$ cat config.mk
export PLATFORM = sky130hd
export DESIGN_NAME = prog_rom_loader
export DESIGN_NICKNAME = d
export VERILOG_FILES = /design/src/rtl/td4_pkg.sv /design/src/rtl/prog_rom_loader_fsm.sv /design/src/rtl/prog_rom_loader.sv
export SDC_FILE = /design/constraint.sdc
export NUM_CORES = 1
export LEC_CHECK = 0
export ABC_CLOCK_PERIOD_IN_PS = 1900
export CAP_MARGIN = 5
export CORE_UTILIZATION = 30
export CTS_CLUSTER_DIAMETER = 80
export DETAILED_ROUTE_END_ITERATION = 12
export GPL_ROUTABILITY_DRIVEN = 0
export HOLD_SLACK_MARGIN = 0.02
export PLACE_DENSITY = 0.46
export SLEW_MARGIN = 20
export SYNTH_ARGS = -nofsm -noshare
export SYNTH_HDL_FRONTEND = slang
export SYNTH_SLANG_ARGS = --single-unit
$ cat constraint.sdc
create_clock -name clk -period 1.9 [get_ports clk]
set_input_delay 0.38 -clock clk [delete_from_list [all_inputs] [get_ports clk]]
set_output_delay 0.38 -clock clk [all_outputs]
set_load 0.02 [all_outputs]
$ cat src/rtl/td4_pkg.sv
// Shared TD4 definitions: loader FSM states, default widths and opcode constants.
package td4_pkg;

    localparam int unsigned TD4_ADDR_W = 4;
    localparam int unsigned TD4_DATA_W = 8;

    typedef enum logic [1:0] {
        IDLE = 2'd0,
        LOAD = 2'd1,
        DONE = 2'd2
    } ld_state_e;

    // Upper nibble of a TD4 instruction; lower nibble is the immediate.
    localparam logic [3:0] ADD_A_IMM = 4'b0000;
    localparam logic [3:0] OUT_IMM   = 4'b1011;
    localparam logic [3:0] JNC       = 4'b1110;
    localparam logic [3:0] JMP       = 4'b1111;

endpackage

$ cat src/rtl/prog_rom_loader_fsm.sv
// Load-session control: state register, write pointer, beat count/checksum, handshake.
module prog_rom_loader_fsm
    import td4_pkg::*;
#(
    parameter int unsigned ADDR_W = TD4_ADDR_W,
    parameter int unsigned DATA_W = TD4_DATA_W,
    parameter int unsigned SUM_W  = 8
) (
    input  logic              clk,
    input  logic              rst_n,
    input  logic              ld_start,
    input  logic [ADDR_W-1:0] ld_base,
    input  logic              ld_valid,
    input  logic [DATA_W-1:0] ld_data,
    input  logic              ld_last,
    output logic              ld_ready,
    output logic              cpu_stall,
    output logic              ld_done,
    output logic [ADDR_W:0]   ld_count,
    output logic [SUM_W-1:0]  ld_sum,
    output logic              wr_en_c,
    output logic [ADDR_W-1:0] wr_addr
);

    localparam int unsigned CNT_W = ADDR_W + 1;
    localparam logic [CNT_W-1:0] DEPTH_CNT = CNT_W'(1) << ADDR_W;

    ld_state_e         state;
    logic [CNT_W-1:0]  count_nxt;

    assign count_nxt = ld_count + CNT_W'(1);
    assign wr_en_c   = ld_valid && ld_ready;

    always_ff @(posedge clk or negedge rst_n) begin
        if (!rst_n) begin
            state     <= IDLE;
            wr_addr   <= '0;
            ld_count  <= '0;
            ld_sum    <= '0;
            ld_ready  <= 1'b0;
            cpu_stall <= 1'b0;
            ld_done   <= 1'b0;
        end else begin
            ld_done <= 1'b0;
            case (state)
                IDLE: begin
                    if (ld_start) begin
                        state     <= LOAD;
                        wr_addr   <= ld_base;
                        ld_count  <= '0;
                        ld_sum    <= '0;
                        ld_ready  <= 1'b1;
                        cpu_stall <= 1'b1;
                    end
                end
                LOAD: begin
                    if (ld_valid) begin
                        wr_addr  <= wr_addr + ADDR_W'(1);
                        ld_count <= count_nxt;
                        ld_sum   <= ld_sum + SUM_W'(ld_data);
                        // Stop after DEPTH beats so a wrapped session never overwrites itself.
                        if (ld_last || count_nxt == DEPTH_CNT) begin
                            state    <= DONE;
                            ld_ready <= 1'b0;
                            ld_done  <= 1'b1;
                        end
                    end
                end
                DONE: begin
                    state     <= IDLE;
                    cpu_stall <= 1'b0;
                end
                default: begin
                    state     <= IDLE;
                    ld_ready  <= 1'b0;
                    cpu_stall <= 1'b0;
                end
            endcase
        end
    end

endmodule

$ cat src/rtl/prog_rom_loader.sv
// Writable program store: flop array with combinational CPU read, filled by a byte-stream loader.
module prog_rom_loader
    import td4_pkg::*;
#(
    parameter int unsigned ADDR_W = TD4_ADDR_W,
    parameter int unsigned DATA_W = TD4_DATA_W,
    parameter int unsigned SUM_W  = 8
) (
    input  logic              clk,
    input  logic              rst_n,
    input  logic [ADDR_W-1:0] cpu_addr,
    output logic [DATA_W-1:0] cpu_data,
    output logic              cpu_stall,
    input  logic              ld_start,
    input  logic [ADDR_W-1:0] ld_base,
    input  logic              ld_valid,
    output logic              ld_ready,
    input  logic [DATA_W-1:0] ld_data,
    input  logic              ld_last,
    output logic              ld_done,
    output logic [ADDR_W:0]   ld_count,
    output logic [SUM_W-1:0]  ld_sum
);

    localparam int unsigned DEPTH = 1 << ADDR_W;

    logic [DATA_W-1:0] mem [DEPTH];
    logic              wr_en_c;
    logic [ADDR_W-1:0] wr_addr;

    prog_rom_loader_fsm #(
        .ADDR_W (ADDR_W),
        .DATA_W (DATA_W),
        .SUM_W  (SUM_W)
    ) u_fsm (
        .clk       (clk),
        .rst_n     (rst_n),
        .ld_start  (ld_start),
        .ld_base   (ld_base),
        .ld_valid  (ld_valid),
        .ld_data   (ld_data),
        .ld_last   (ld_last),
        .ld_ready  (ld_ready),
        .cpu_stall (cpu_stall),
        .ld_done   (ld_done),
        .ld_count  (ld_count),
        .ld_sum    (ld_sum),
        .wr_en_c   (wr_en_c),
        .wr_addr   (wr_addr)
    );

    // Reset clears the whole image so an aborted load leaves no partial program.
    always_ff @(posedge clk or negedge rst_n) begin
        if (!rst_n) begin
            for (int i = 0; i < DEPTH; i++) begin
                mem[i] <= '0;
            end
        end else if (wr_en_c) begin
            mem[wr_addr] <= ld_data;
        end
    end

    assign cpu_data = mem[cpu_addr];

endmodule

==> results.toml, run 1 <==
[clock_tree]
clock-sinks = 150
insertion_delay_ns = 0.43
clkTransAtPathRegs_ns = 0.06
cts_buffer_depth = 2
h-tree-depth = 4
cts-root-buf = "clkbuf_16"
cts_tree = "built"
cts-buffers-inserted = 17

[synthesis]
postSynthNetCount = 520
yosysTopAreaCell = "dfrtp_1"
postSynthCellCount = 486
syn_area_per_cell_um2 = 15.0
synth-seq-area-share = 0.516
netlist_area_mm2 = 0.00727
synth.area.top_cells = "dfrtp_1 52%, mux2_2 12%, mux4_1 8.7%"
synth.distinct_cells = 41
synth_edf_count = 0
synth_top_area_frac = 0.516
synth-async-reset-ratio = 1.00
ys_ff_latch = 150
synth-main-ff-cell = "dfrtp_1"
synth_warnings = 0

[power_and_ir_drop]
power_density_mw_per_mm2 = 1420
vdd_drop_max_v = 0.000547
power_leakage_uw = 0.00416

[timing]
tightest_slew_ns = 0.469
grt_setup_unrepaired = "true"
fin_hold_ws_ns = 0.473
max_slew_margin = 0.687
finalCriticalPeriod_ns = 2.35
slew_violations = 0
hold_violations = 0
fin_ws_ns = -0.453
setup_viol = 8
skew_ns = 0.0172
finalCritPeriodShare = 1.24
fmax_ghz = 0.425

[critical_path]
path_class = "reg2out"
cp_max_fo = 2
crit_path_end_kind = "output pin"
cp.arrival_ns = 1.97
cp.required_ns = 1.52
worst_setup_path_start_kind = "register"

[floorplanning]
coreArea_mm2 = 0.0236
chipHeight_um = 158
start_util = 0.308
rows = 56
die_w_um = 158
fp.dieArea_mm2 = 0.0249
io_pins = 45

[global_routing]
antenna_found_initial = 0
grt_pass1_vias = 4836
grt_pass1_wl_um = 29800
grt_overflow = 0
grt.total_usage = 0.165
use_met1 = 0.226
grt_max_degree = 47
met2_usage = 0.264
top_usage_layer = "met2"
met3_usage = 0.0315

[layout]
final_layout_size_suffix_gt1_frac = 0.421
nNetsFinal = 631
design_area_mm2 = 0.00937
area_growth_pct = 28.8
fin_util = 0.397
antenna_cells = 0

[outcome]
status = "complete, but fails checks"
violations = "negative setup slack"

[drt]
drtIter0Drc = 204
via_count = 4501
first_pass_iters = 4
routedWlPerCell_um = 20.2
drt_wl_total_um = 18800
viasPerCell = 4.84
drc_errors = 0
antenna_left = 0

[run]
drv_cap = 0

[placed_design]
placed_area_mm2 = 0.00860
detailed_place_hpwl_um = 12700
place_ws_ns = -0.996
io_buffers = 44

[min_path]
hold_path.class = "in2async"
## power breakdown
part	internal, µW	switching, µW	leakage [µW]	total [µW]
clock	1870	1360	0.000261	3230
combinational	2690	1800	0.00200	4490
sequential	4630	896	0.00190	5530
## sequential cells by signal, summed over array words and instances (netlist names)
register         count
mem                128
u_fsm.ld_count       5
u_fsm.ld_sum         8
u_fsm.ld_ready       1
u_fsm.cpu_stall      1
u_fsm.state          2
u_fsm.wr_addr        4
u_fsm.ld_done        1
## synthesized netlist by cell type (3+ instances only)
cell type / instances
dfrtp_1: 150
mux2_2: 79
mux2_1: 49
nand2_1: 25
mux4_1: 24
mux4_2: 16
o21ai_0: 15
clkbuf_1: 12
ha_1: 12
a21oi_1: 11
inv_1: 8
nand2b_1: 8
nand3_1: 8
nor2_1: 7
nor2_2: 7
buf_2: 5
and2_1: 4
nor2_4: 4
o21ai_1: 4
or3_1: 4
xnor2_1: 4
a21o_1: 3
a22o_1: 3
clkbuf_8: 3
## path summary, 6_finish.rpt
| kind | startpoint | to | slack (ns) | cells after the start |
|---|---|---|---|---|
| max in group asynchronous | rst_n | mem[46]$_DFFE_PN0P_ | 0.80 | 3 |
| worst max-delay path | mem[45]$_DFFE_PN0P_ | cpu_data[5] | -0.45 | 3 |
| worst min register to register | mem[65]$_DFFE_PN0P_ | mem[65]$_DFFE_PN0P_ | 0.48 | 1 |
| min in group clk | mem[65]$_DFFE_PN0P_ | mem[65]$_DFFE_PN0P_ | 0.48 | 1 |
| worst max register to register | u_fsm.ld_sum[1]$_DFFE_PN0P_ | u_fsm.ld_sum[7]$_DFFE_PN0P_ | 0.10 | 6 |
| worst min-delay path | rst_n | mem[83]$_DFFE_PN0P_ | 0.47 | 2 |
## layout by cell type, fill, tap and decap left out, types with 9 or more instances in the layout
| cell | n |
|---|---|
| o21ai_0 | 14 |
| dlygate4sd2_1 | 9 |
| clkbuf_16 | 17 |
| nand2_1 | 25 |
| mux2_2 | 79 |
| buf_12 | 21 |
| clkdlybuf4s50_1 | 16 |
| buf_4 | 46 |
| mux2_1 | 49 |
| nor2_2 | 9 |
| dfrtp_1 | 149 |
| mux4_2 | 40 |
| buf_6 | 12 |
## critical path, stage by stage, from the launching register on
cell and delay (ns):
dfrtp_1 0.43, mux4_2 0.49, mux4_2 0.48, buf_6 0.15
## metal layers
metal	vias up	share of wire
met1	2383	0.47
met4	0	0.013
met3	16	0.033
met2	80	0.49
met5	-	0
li1	2022	-
## stage by stage
step	power (µW)	instances	setup TNS (ns)
after floorplan	8140	486	-0.973
after global placement	9850	890	-39.74
after detailed placement	9950	890	-41.13
after CTS	13300	926	-3.54
after global routing	14100	929	-3.81
final	13300	929	-3.39
## cell type report
type	count	area [µm²]
fillers	2214	14200
clock inverters	11	100
repair buffers	116	1320
multi-input cells	304	3300
inverters	8	30.0
flip-flops and latches	150	3750
clock buffers	21	460
well taps	319	399
## kinds of logic after synthesis
logic type | Yosys count | share of synthesized area
adders and majority gates | 13 | 0.0234
AOI/OAI and AO/OA | 42 | 0.0339
DFF | 150 | 0.516
buffers and inverters | 32 | 0.0279
and+or+nand+nor | 73 | 0.0539
muxes | 170 | 0.337
xor gates and xnor gates | 6 | 0.00723
## repair_timing
| action | 4_1_cts | 5_1_grt |
|---|---|---|
| gates resized for setup | 68 | 21 |
| endpoints found under the hold margin | 40 | 0 |
| setup endpoints to repair | 16 | 34 |
| buffers inserted | 1 | 3 |
| cloned | 2 | 0 |
| pin swaps | 1 | 0 |
| hold buffers | 1 | 0 |
Note: power is estimated with default switching activity, not from simulation.
==> inputs of run 2 (changes only) <==
ABC_CLOCK_PERIOD_IN_PS = 2400   (was 1900)
PLACE_DENSITY = 0.44   (was 0.46)
clock period = 2.4 ns   (was 1.9 ns; I/O delays follow)
==> run 2 against run 1 <==
  * The run still ends with negative setup slack left
  * Cell count fell by 1.2%
  * Clock-buffer cell count up 2
  * Register-to-register slack gained 0.34 ns
  * Critical endpoint is now cpu_data[2]
  * Largest power group unchanged
==> results.toml, run 2 (synthesized netlist as in run 1, its figures left out) <==
[layout]
multi_input_area_mm2 = 0.00325
fillerInstances = 2250
largest_reg_flops = 128
design_area_mm2 = 0.00931
final_cell_mix = "150 x dfrtp_1, 79 x mux2_2, 49 x mux2_1"
regArea_mm2 = 0.00375
antenna_cells = 0
final_layout_size_suffix_gt1_frac = 0.381
reg_top3 = "mem (128), u_fsm.ld_sum (8), u_fsm.ld_count (5)"
final_common_cell = "dfrtp_1"
area_growth_pct = 28.0
top_register = "mem"
nNetsFinal = 621
fin_util = 0.394

[timing]
max_slew_margin = 0.612
fmax_ghz = 0.409
fin_hold_ws_ns = 0.0332
skew_ns = 0.00826
tightest_slew_ns = 0.581
finalCriticalPeriod_ns = 2.44
slew_violations = 0
finalCritPeriodShare = 1.02
fin_ws_ns = -0.0447
grt_setup_unrepaired = "true"
setup_viol = 4
hold_violations = 0

[floorplanning]
chipHeight_um = 158
die_w_um = 158
io_pins = 45
coreArea_mm2 = 0.0236
rows = 56
fp.dieArea_mm2 = 0.0249
start_util = 0.308

[critical_path]
cp.required_ns = 1.92
cp_max_fo = 2
worst_setup_path_start_kind = "register"
crit_path_end_kind = "output pin"
path_class = "reg2out"
cp.arrival_ns = 1.96

[drt]
viasPerCell = 4.87
drtIter0Drc = 193
routedWlPerCell_um = 21.0
drt_wl_total_um = 19300
wl_met2_um = 9680
first_pass_iters = 4
wl_met1_um = 8860
drc_errors = 0
routed-wl-met3_um = 559
via_count = 4475
top_layer = "met4"
antenna_left = 0

[global_routing]
grt.total_usage = 0.169
antenna_found_initial = 0
grt_pass1_vias = 4828
grt_max_degree = 55
grt_pass1_wl_um = 30000
grt_overflow = 0

[clock_tree]
insertion_delay_ns = 0.42
cts_tree = "built"
cts-root-buf = "clkbuf_16"
postCtsHoldBufs = 0
cts_buffer_depth = 2
cts-buffers-inserted = 17
clock-sinks = 150
clkTransAtPathRegs_ns = 0.06
h-tree-depth = 4

[min_path]
hold_path.class = "in2async"

[placed_design]
detailed_place_hpwl_um = 12400
placed_area_mm2 = 0.00859
place_ws_ns = -0.730
io_buffers = 44

[outcome]
violations = "negative setup slack"
status = "complete, but fails checks"

[power_and_ir_drop]
vdd_drop_max_v = 0.000421
power_leakage_uw = 0.00408
power_density_mw_per_mm2 = 1140

[run]
drv_cap = 0
-- run 2: changes by cell type in the layout (fill, tap and decap cells not counted), sizes merged --
cell	change
clkinv	-1
clkbuf	+2
dlygate4sd3	-1
clkdlybuf4s50	+17
clkinvlp	-3
clkdlybuf4s15	-1
buf	-8
dlygate4sd2	-9
dlymetal6s2s	-8
inv	-1
bufinv	+2
-- run 2: final timing paths --
| kind | from | endpoint | slack (ns) | cells after the start |
|---|---|---|---|---|
| min in group clk | mem[81]$_DFFE_PN0P_ | mem[81]$_DFFE_PN0P_ | 0.48 | 1 |
| max in group asynchronous | rst_n | mem[69]$_DFFE_PN0P_ | 1.65 | 2 |
| worst max register to register | u_fsm.ld_sum[2]$_DFFE_PN0P_ | u_fsm.ld_sum[7]$_DFFE_PN0P_ | 0.44 | 6 |
| worst min-delay path | rst_n | mem[105]$_DFFE_PN0P_ | 0.03 | 1 |
| worst max-delay path | mem[122]$_DFFE_PN0P_ | cpu_data[2] | -0.04 | 3 |
| worst min register to register | mem[81]$_DFFE_PN0P_ | mem[81]$_DFFE_PN0P_ | 0.48 | 1 |
-- run 2: layout make-up --
cell class | instances | area share
clock buffer | 23 | 0.0535
clock inverter | 8 | 0.0129
inverter | 8 | 0.00323
timing repair buffer | 106 | 0.135
tap | 319 | 0.0429
sequential | 150 | 0.403
multi-input combinational | 304 | 0.349
-- run 2: timing repair --
item	4_1_cts	5_1_grt
endpoints found under the setup margin	8	8
setup buffers	3	1
gates cloned	4	0
endpoints found under the hold margin	0	0
gates resized for setup	78	1
-- run 2: through the flow --
step,instances,setup TNS [ns],total power [µW]
2_1_floorplan,486,0,6400
3_3_place_gp,879,-5.78,7670
3_5_place_dp,879,-5.95,7740
4_1_cts,917,-0.236,10700
5_1_grt,918,-0.461,11200
6_report,918,-0.112,10600
-- run 2: critical path: stages, from the launching register on --
cell and delay (ns):
dfrtp_1 0.39, mux4_1 0.49, mux4_2 0.51, buf_6 0.15
-- run 2: routing by layer --
layer  GRT usage  vias to the layer above
met5           0                        -
met4      0.0458                        0
met3      0.0339                       13
met2       0.285                       79
met1       0.221                     2373
li1            -                     2010
-- run 2: where the power goes --
group | internal [µW] | total (µW) | switching [µW] | leakage (µW)
Combinational | 2070 | 3430 | 1360 | 0.00187
Sequential | 3670 | 4380 | 716 | 0.00191
Clock | 1760 | 2800 | 1040 | 0.000301
==> inputs of run 3 (changes only) <==
CORE_ASPECT_RATIO = 0.6   (was unset)
==> run 3 against run 2 <==
  * The run still ends with negative setup slack left
  * Clock skew up 0.0058 ns
  * Cell count grew 0.11%
  * Wire length grew 6.6%
  * Flip-flop and latch count unchanged
  * Global-route usage up 0.87 points
  * Non-clock buffer count rose by 4
  * Critical endpoint is now cpu_data[4]
  * Highest routed layer unchanged
==> results.toml, run 3 (synthesized netlist as in run 1, its figures left out) <==
[outcome]
status = "complete, but fails checks"
violations = "negative setup slack"

[placed_design]
detailed_place_hpwl_um = 13400
io_buffers = 44
place_ws_ns = -0.714
placed_cells = 878

[layout]
final_cell_mix = "150 x dfrtp_1, 79 x mux2_2, 49 x mux2_1"
area_growth_pct = 29.7
fillerInstances = 2202
nNetsFinal = 625
final_common_cell = "dfrtp_1"
final_layout_size_suffix_gt1_frac = 0.389
largest_reg_flops = 128
fin_util = 0.402
reg_top3 = "mem (128), u_fsm.ld_sum (8), u_fsm.ld_count (5)"
fin_cells = 919
top_register = "mem"
antenna_cells = 0

[clock_tree]
insertion_delay_ns = 0.43
cts_buffer_depth = 2
cts_tree = "built"
clock-sinks = 150
cts-buffers-inserted = 17
h-tree-depth = 4
cts-root-buf = "clkbuf_16"
clkTransAtPathRegs_ns = 0.06
postCtsHoldBufs = 0

[min_path]
hold_path.class = "in2async"

[critical_path]
crit_chain = "buf_16 > buf_12 > mux4_2 > mux4_2 > buf_6"
path_class = "in2out"
cp.arrival_ns = 1.99
cp.required_ns = 1.92
timing.critical_path.mode_cell = "mux4_2"
cpPeakStageDelay_ns = 0.53
worst_setup_path_start_kind = "primary input"
crit_path_end_kind = "output pin"
cp_max_fo = 6
cp_slowest_cell = "mux4_2"

[timing]
grt_setup_unrepaired = "true"
fin_hold_ws_ns = 0.0256
fmax_ghz = 0.405
fin_ws_ns = -0.0670
skew_ns = 0.0141
finalCritPeriodShare = 1.03
tightest_slew_ns = 0.564
finalCriticalPeriod_ns = 2.47
max_slew_margin = 0.624
hold_violations = 0
setup_viol = 8
slew_violations = 0

[global_routing]
grt_pass1_wl_um = 31200
grt_max_degree = 54
antenna_found_initial = 0
grt.total_usage = 0.178
grt_overflow = 0
grt_pass1_vias = 4622

[drt]
viasPerCell = 4.90
first_pass_iters = 4
drtIter0Drc = 273
antenna_left = 0
routedWlPerCell_um = 22.3
drc_errors = 0
drt_wl_total_um = 20500
via_count = 4505

[power_and_ir_drop]
power_density_mw_per_mm2 = 1170
vdd_drop_max_v = 0.000429
power_leakage_uw = 0.00414

[floorplanning]
io_pins = 45
die_w_um = 203
chipHeight_um = 123
fp.dieArea_mm2 = 0.0249
coreArea_mm2 = 0.0235
start_util = 0.310
rows = 43

[run]
drv_cap = 0
-- run 3: what timing repair did --
action	CTS	global route
resized for setup	83	2
setup endpoints to repair	8	8
setup buffers	2	1
gates cloned	5	1
-- run 3: layer usage --
layer,wire length [µm],GRT usage,vias up
li1,-,-,2027
met1,11100,0.284,2377
met2,8270,0.235,89
met3,1010,0.0428,12
met4,150,0.0432,0
met5,0,0,-
-- run 3: worst paths after layout --
kind | startpoint | end | cells past startpoint | slack [ns]
hold reg to reg | mem[117]$_DFFE_PN0P_ | mem[117]$_DFFE_PN0P_ | 1 | 0.48
max in group asynchronous | rst_n | mem[87]$_DFFE_PN0P_ | 2 | 1.67
hold / removal | rst_n | mem[5]$_DFFE_PN0P_ | 1 | 0.03
min in group clk | mem[117]$_DFFE_PN0P_ | mem[117]$_DFFE_PN0P_ | 1 | 0.48
setup reg to reg | u_fsm.ld_sum[0]$_DFFE_PN0P_ | u_fsm.ld_sum[6]$_DFFE_PN0P_ | 7 | 0.41
setup / recovery | cpu_addr[0] | cpu_data[4] | 5 | -0.07
-- run 3: worst max-delay path, delay by kind of cell --
| kind | cells | cell delay [ns] |
|---|---|---|
| buffers and inverters | 3 | 0.45 |
| multiplexers | 2 | 1.04 |
-- run 3: layout make-up --
cell class,instances,area (µm²),share of cell area
clock inverters,14,245,0.0260
flip-flops and latches,150,3750,0.398
inverters,8,30.0,0.00319
clock buffers,18,439,0.0466
multi-input cells,304,3240,0.344
well taps,315,394,0.0418
repair buffers,110,1320,0.140
-- run 3: per-stage QoR --
step,cell area [µm²],setup TNS [ns],total power [µW]
after global routing,9430,-0.714,11600
after global placement,8580,-5.89,7710
after detailed placement,8580,-6.15,7770
final,9430,-0.232,11000
after floorplan,7270,0,6400
after CTS,9390,-0.418,11100
-- run 3: power by group --
part | total, µW | switching [µW] | internal [µW] | leakage [µW]
clock | 3120 | 1120 | 1990 | 0.000337
sequential | 4440 | 770 | 3670 | 0.00191
combinational | 3450 | 1380 | 2060 | 0.00190
total | 11000 | 3280 | 7720 | 0.00414
